===== config.mk =====
export PLATFORM = sky130hd
export DESIGN_NAME = ioctl_dn_buffer
export DESIGN_NICKNAME = d
export VERILOG_FILES = /design/src/rtl/ioctl_dn_buffer.sv
export SDC_FILE = /design/constraint.sdc
export NUM_CORES = 1
export LEC_CHECK = 0
export CORE_MARGIN = 2
export CORE_UTILIZATION = 43
export CTS_CLUSTER_SIZE = 14
export DETAILED_ROUTE_END_ITERATION = 7
export SYNTH_ARGS = -nofsm -noshare
export SYNTH_HDL_FRONTEND = slang
export SYNTH_SLANG_ARGS = --single-unit

===== constraint.sdc =====
create_clock -name clk_sys -period 3 [get_ports clk_sys]
set_clock_uncertainty 0.1 [all_clocks]
set_input_delay 0.9 -clock clk_sys [delete_from_list [all_inputs] [get_ports clk_sys]]
set_output_delay 0.9 -clock clk_sys [all_outputs]
set_load 0.02 [all_outputs]

===== src/rtl/ioctl_dn_buffer.sv =====
// ioctl_dn_buffer: absorbs ioctl download writes in a small FIFO and replays
// them to the system download port at most once per ce_pix enable.
// dn_busy covers the whole session, including the drain, so the system stays
// in reset until the last buffered byte has been written.
module ioctl_dn_buffer #(
    parameter int DEPTH       = 16,
    parameter int WAIT_MARGIN = 4,
    parameter int ADDR_W      = 14
) (
    input  logic              clk_sys,
    input  logic              reset_n,
    input  logic              ce_pix,
    input  logic              ioctl_download,
    input  logic              ioctl_wr,
    input  logic [24:0]       ioctl_addr,
    input  logic [7:0]        ioctl_dout,
    input  logic [7:0]        ioctl_index,
    output logic              ioctl_wait,
    output logic [ADDR_W-1:0] dn_addr,
    output logic [7:0]        dn_data,
    output logic [7:0]        dn_index,
    output logic              dn_wr,
    output logic              dn_busy,
    output logic              dn_done,
    output logic              err_overflow,
    output logic              err_range
);
    localparam int PW = $clog2(DEPTH);
    localparam int CW = PW + 1;
    localparam int EW = ADDR_W + 16;

    localparam logic [CW-1:0] DEPTH_C  = CW'(DEPTH);
    localparam logic [CW-1:0] MARGIN_C = CW'(WAIT_MARGIN);

    localparam logic [1:0] S_IDLE  = 2'd0;
    localparam logic [1:0] S_LOAD  = 2'd1;
    localparam logic [1:0] S_DRAIN = 2'd2;
    localparam logic [1:0] S_DONE  = 2'd3;

    logic [EW-1:0] mem [DEPTH];
    logic [PW-1:0] wr_ptr, rd_ptr;
    logic [CW-1:0] count, count_next, free_next;
    logic [1:0]    state, state_next;
    logic          full, empty, in_range, wr_req, push, pop, start;

    assign full     = (count == DEPTH_C);
    assign empty    = (count == '0);
    assign in_range = (ioctl_addr[24:ADDR_W] == '0);
    assign wr_req   = ioctl_wr & ioctl_download;
    // A pop in the same cycle never makes room for a write that sees full.
    assign push     = wr_req & in_range & ~full;
    assign pop      = ~empty & ce_pix;
    assign start    = (state == S_IDLE) & ioctl_download;

    // Occupancy after this cycle's push/pop, used for the wait threshold.
    always_comb begin
        count_next = count;
        case ({push, pop})
            2'b10:   count_next = count + 1'b1;
            2'b01:   count_next = count - 1'b1;
            default: count_next = count;
        endcase
        free_next = DEPTH_C - count_next;
    end

    // FIFO storage; contents are don't-care while count says empty.
    always_ff @(posedge clk_sys) begin
        if (push) mem[wr_ptr] <= {ioctl_addr[ADDR_W-1:0], ioctl_dout, ioctl_index};
    end

    // Pointers, count and the registered loader stall.
    always_ff @(posedge clk_sys or negedge reset_n) begin
        if (!reset_n) begin
            wr_ptr     <= '0;
            rd_ptr     <= '0;
            count      <= '0;
            ioctl_wait <= 1'b0;
        end else begin
            if (push) wr_ptr <= wr_ptr + 1'b1;
            if (pop)  rd_ptr <= rd_ptr + 1'b1;
            count      <= count_next;
            ioctl_wait <= (free_next <= MARGIN_C);
        end
    end

    // Replay side: head entry lands on dn_* with a one-cycle dn_wr pulse.
    always_ff @(posedge clk_sys or negedge reset_n) begin
        if (!reset_n) begin
            dn_wr    <= 1'b0;
            dn_addr  <= '0;
            dn_data  <= '0;
            dn_index <= '0;
        end else begin
            dn_wr <= pop;
            if (pop) {dn_addr, dn_data, dn_index} <= mem[rd_ptr];
        end
    end

    // Sticky drop flags; a new session clears them, a drop in that same
    // cycle still sets them.
    always_ff @(posedge clk_sys or negedge reset_n) begin
        if (!reset_n) begin
            err_overflow <= 1'b0;
            err_range    <= 1'b0;
        end else begin
            if (start) begin
                err_overflow <= 1'b0;
                err_range    <= 1'b0;
            end
            if (wr_req & in_range & full) err_overflow <= 1'b1;
            if (wr_req & ~in_range)       err_range    <= 1'b1;
        end
    end

    // Session sequencing: DRAIN waits for both an empty FIFO and the last pulse.
    always_comb begin
        state_next = state;
        case (state)
            S_IDLE:  if (ioctl_download) state_next = S_LOAD;
            S_LOAD:  if (!ioctl_download) state_next = S_DRAIN;
            S_DRAIN: begin
                if (ioctl_download)      state_next = S_LOAD;
                else if (empty && !dn_wr) state_next = S_DONE;
            end
            default: state_next = S_IDLE;
        endcase
    end

    // State register.
    always_ff @(posedge clk_sys or negedge reset_n) begin
        if (!reset_n) state <= S_IDLE;
        else          state <= state_next;
    end

    assign dn_busy = (state != S_IDLE);
    assign dn_done = (state == S_DONE);
endmodule


==> reports/metrics.yaml <==
sta:
  whs_ns: 0.1924
  slew_headroom: 0.5739
  worst_pin_slew_ns: 0.6392
  finalCritPeriodShare: 1.001
  layout_setup_ws_ns: -0.001795
  clock.fmax_mhz: 333.1
  setup_tns_ns: -0.001795
  rsz0062_at_grt: "true"
  setup_viol: 1
  slew_viol_final: 0
  final-hold-violation-count: 0
  layout_min_cycle_time_ns: 3.002
floorplanning:
  pin_count: 82
  die_x_um: 221.2
  fp-row-count: 79
  die_area_mm2: 0.04893
  start_util: 0.4357
  die_h_um: 221.2
  fp.coreArea_mm2: 0.04656
yosys:
  syn_area_per_cell_um2: 23.67
  synth_edf_count: 480
  synthSimpleGateAreaFrac: 0.01579
  yosysWarnings: 0
  yosysSeqAreaShare: 0.7710
  synth-compound-area-share: 0.004934
  synth_xor_area_frac: 0.005181
  postSynth.asyncResetShare: 0.09263
  synth_seq_cells: 529
  syn_nets: 911
  synthTopCellsByCount: "480 x edfxtp_1, 150 x mux4_2, 49 x dfrtp_1, 31 x mux2_2, 23 x clkbuf_1"
  synth.area.top_cells: "edfxtp_1 71%, mux4_2 17%, dfrtp_1 6.0%, mux2_2 1.7%, and2_1 0.52%"
  synthMuxAreaShare: 0.1847
  syn-cell-area_mm2: 0.02029
  synth_top_family_by_area: "multiplexers"
  ys_types: 37
  synthAdderAreaFrac: 0.004934
  yosys.area.top_type: "edfxtp_1"
  synthCells: 857
  yosysMostFrequentCell: "edfxtp_1"
  dominantRegCellSynth: "edfxtp_1"
  yosys.area.top_type_share: 0.7105
worst_setup_path:
  cp.arrival_ns: 3.40
  end_kind: "flip-flop"
  crit_type: "in2reg"
  critPathRequiredTime_ns: 3.40
  startpoint_type: "input pin"
  path_max_fanout: 3
run_status:
  status: "finished with violations"
  violations: "setup timing"
pwr:
  power_mw: 20.66
  ir_worst_vdd_uv: 653.7
  powerDensity_mw_per_mm2: 834.0
  p_leak_nw: 8.054
global_routing:
  antenna_found_initial: 1
  gr-usage-all-layers: 0.1779
  grt_pass1_vias: 9814
  grt_start_max_net_pins: 54
  overflow: 0
  grt_pass1_wl_mm: 64.30
clock_network:
  clock_latency_ns: 0.58
  cts_tree: "built"
  clkTransAtPathRegs_ns: 0.06
  h-tree-depth: 2
  cts_made_buffers: 54
  cts_root_buf: "clkbuf_16"
  cts_sinks: 529
  hold_buffers: 0
  clock_path_buffers: 3
layout:
  fin_util: 0.5320
  diodes: 0
  area_growth_pct: 22.09
  nets: 1091
  drive_gt1_frac: 0.3513
  final_area_mm2: 0.02477
routing:
  dr.pass1.iters: 5
  route.detailed.wl_per_inst_um: 25.23
  drc: 0
  drt_iter0_markers: 820
  vias_per_cell: 5.477
  num_vias: 9235
  antenna_left: 0
  routed_wl_mm: 42.54
placement:
  dp_hpwl_mm: 25.09
  placed_cell_area_mm2: 0.02303
  gp_congestion: 0.7297
  portBuffers: 81
run:
  drv_cap: 0
hold_path:
  hp-class: "in2async"
-- sequential cells by signal, indices dropped and copies added, names as in the netlist --
register / flops
count: 5
dn_addr: 14
dn_data: 8
dn_index: 8
dn_wr: 1
err_overflow: 1
err_range: 1
ioctl_wait: 1
mem: 480
rd_ptr: 4
state: 2
wr_ptr: 4
-- stage by stage --
stage | cells | worst slack [ns]
global route | 1686 | -0.1479
detailed placement | 1586 | -0.9345
finish | 1686 | -0.001795
CTS | 1686 | 0.006926
floorplan | 857 | -0.4891
global placement | 1586 | -0.9240
-- power breakdown --
| part | switching, mW | internal [mW] | total, mW |
|---|---|---|---|
| Sequential | 0.306 | 8.35 | 8.65 |
| Combinational | 2.39 | 3.08 | 5.46 |
| Clock | 2.65 | 3.89 | 6.54 |
-- final cells by class --
class	count	area [um^2]
fill	3518	21790
sequential	529	15650
multi-input combinational	276	4462
timing repair buffer	166	2130
clock buffer	78	1503
tap	607	759.5
clock inverter	20	225.2
inverter	10	37.54
-- cells by family (layout without fill, tap and decap cells) --
| kind of cell | count (synthesis) | count (layout) |
|---|---|---|
| AOI/OAI and AO/OA | 15 | 15 |
| adders and majority gates | 8 | 8 |
| muxes | 183 | 183 |
| buffers and inverters | 52 | 274 |
| xor gates and xnor gates | 12 | 12 |
| DFF | 529 | 529 |
| and+or+nand+nor | 58 | 58 |
-- cell usage in the layout (no fill, tap or decap), types with 5 or more instances in the layout --
cell type,instances
and2_4,16
buf_12,57
buf_4,28
bufinv_16,5
clkbuf_1,19
clkbuf_16,55
clkdlybuf4s50_1,69
clkinv_1,5
clkinv_2,8
dfrtp_1,45
edfxtp_1,480
ha_1,6
inv_1,8
mux2_2,31
mux4_2,150
nand2_1,13
nor2_1,6
nor3_1,5
xnor2_1,8
-- critical path, cell delays in order --
cell     delay, ns
buf_6         0.09
or4_4         0.55
nor4_4        0.31
nand2_1       0.12
ha_2          0.20
xor2_1        0.16
ha_2          0.19
a21oi_2       0.12
mux2i_1       0.22
xor2_1        0.26
nand4_1       0.13
mux2i_1       0.15
-- per-layer routing --
layer	wire length, um	GRT usage
met5	11	0
met4	810	0.04785
met3	2069	0.02948
met2	21170	0.2905
met1	18480	0.2506
-- path summary, 6_finish.rpt --
kind	slack, ns	cells past startpoint	end	from
max in group asynchronous	1.89	3	dn_index[1]$_DFFE_PN0P_	reset_n
worst min-delay path	0.19	1	dn_index[7]$_DFFE_PN0P_	reset_n
min in group clk_sys	0.38	2	err_overflow$_DFFE_PN0P_	err_overflow$_DFFE_PN0P_
worst max register to register	0.23	11	ioctl_wait$_DFF_PN0_	count[1]$_DFF_PN0_
worst max-delay path	-0.002	12	ioctl_wait$_DFF_PN0_	ioctl_addr[14]
worst min register to register	0.38	2	err_overflow$_DFFE_PN0P_	err_overflow$_DFFE_PN0P_
-- repair_timing --
| item | CTS | global route |
|---|---|---|
| resized for setup | 22 | 9 |
| pin swaps | 10 | 7 |
| setup buffers | 2 | 0 |
| hold endpoints to repair | 0 | 0 |
| endpoints found under the setup margin | 268 | 2 |
No activity file was read; power rests on OpenSTA's default activity.
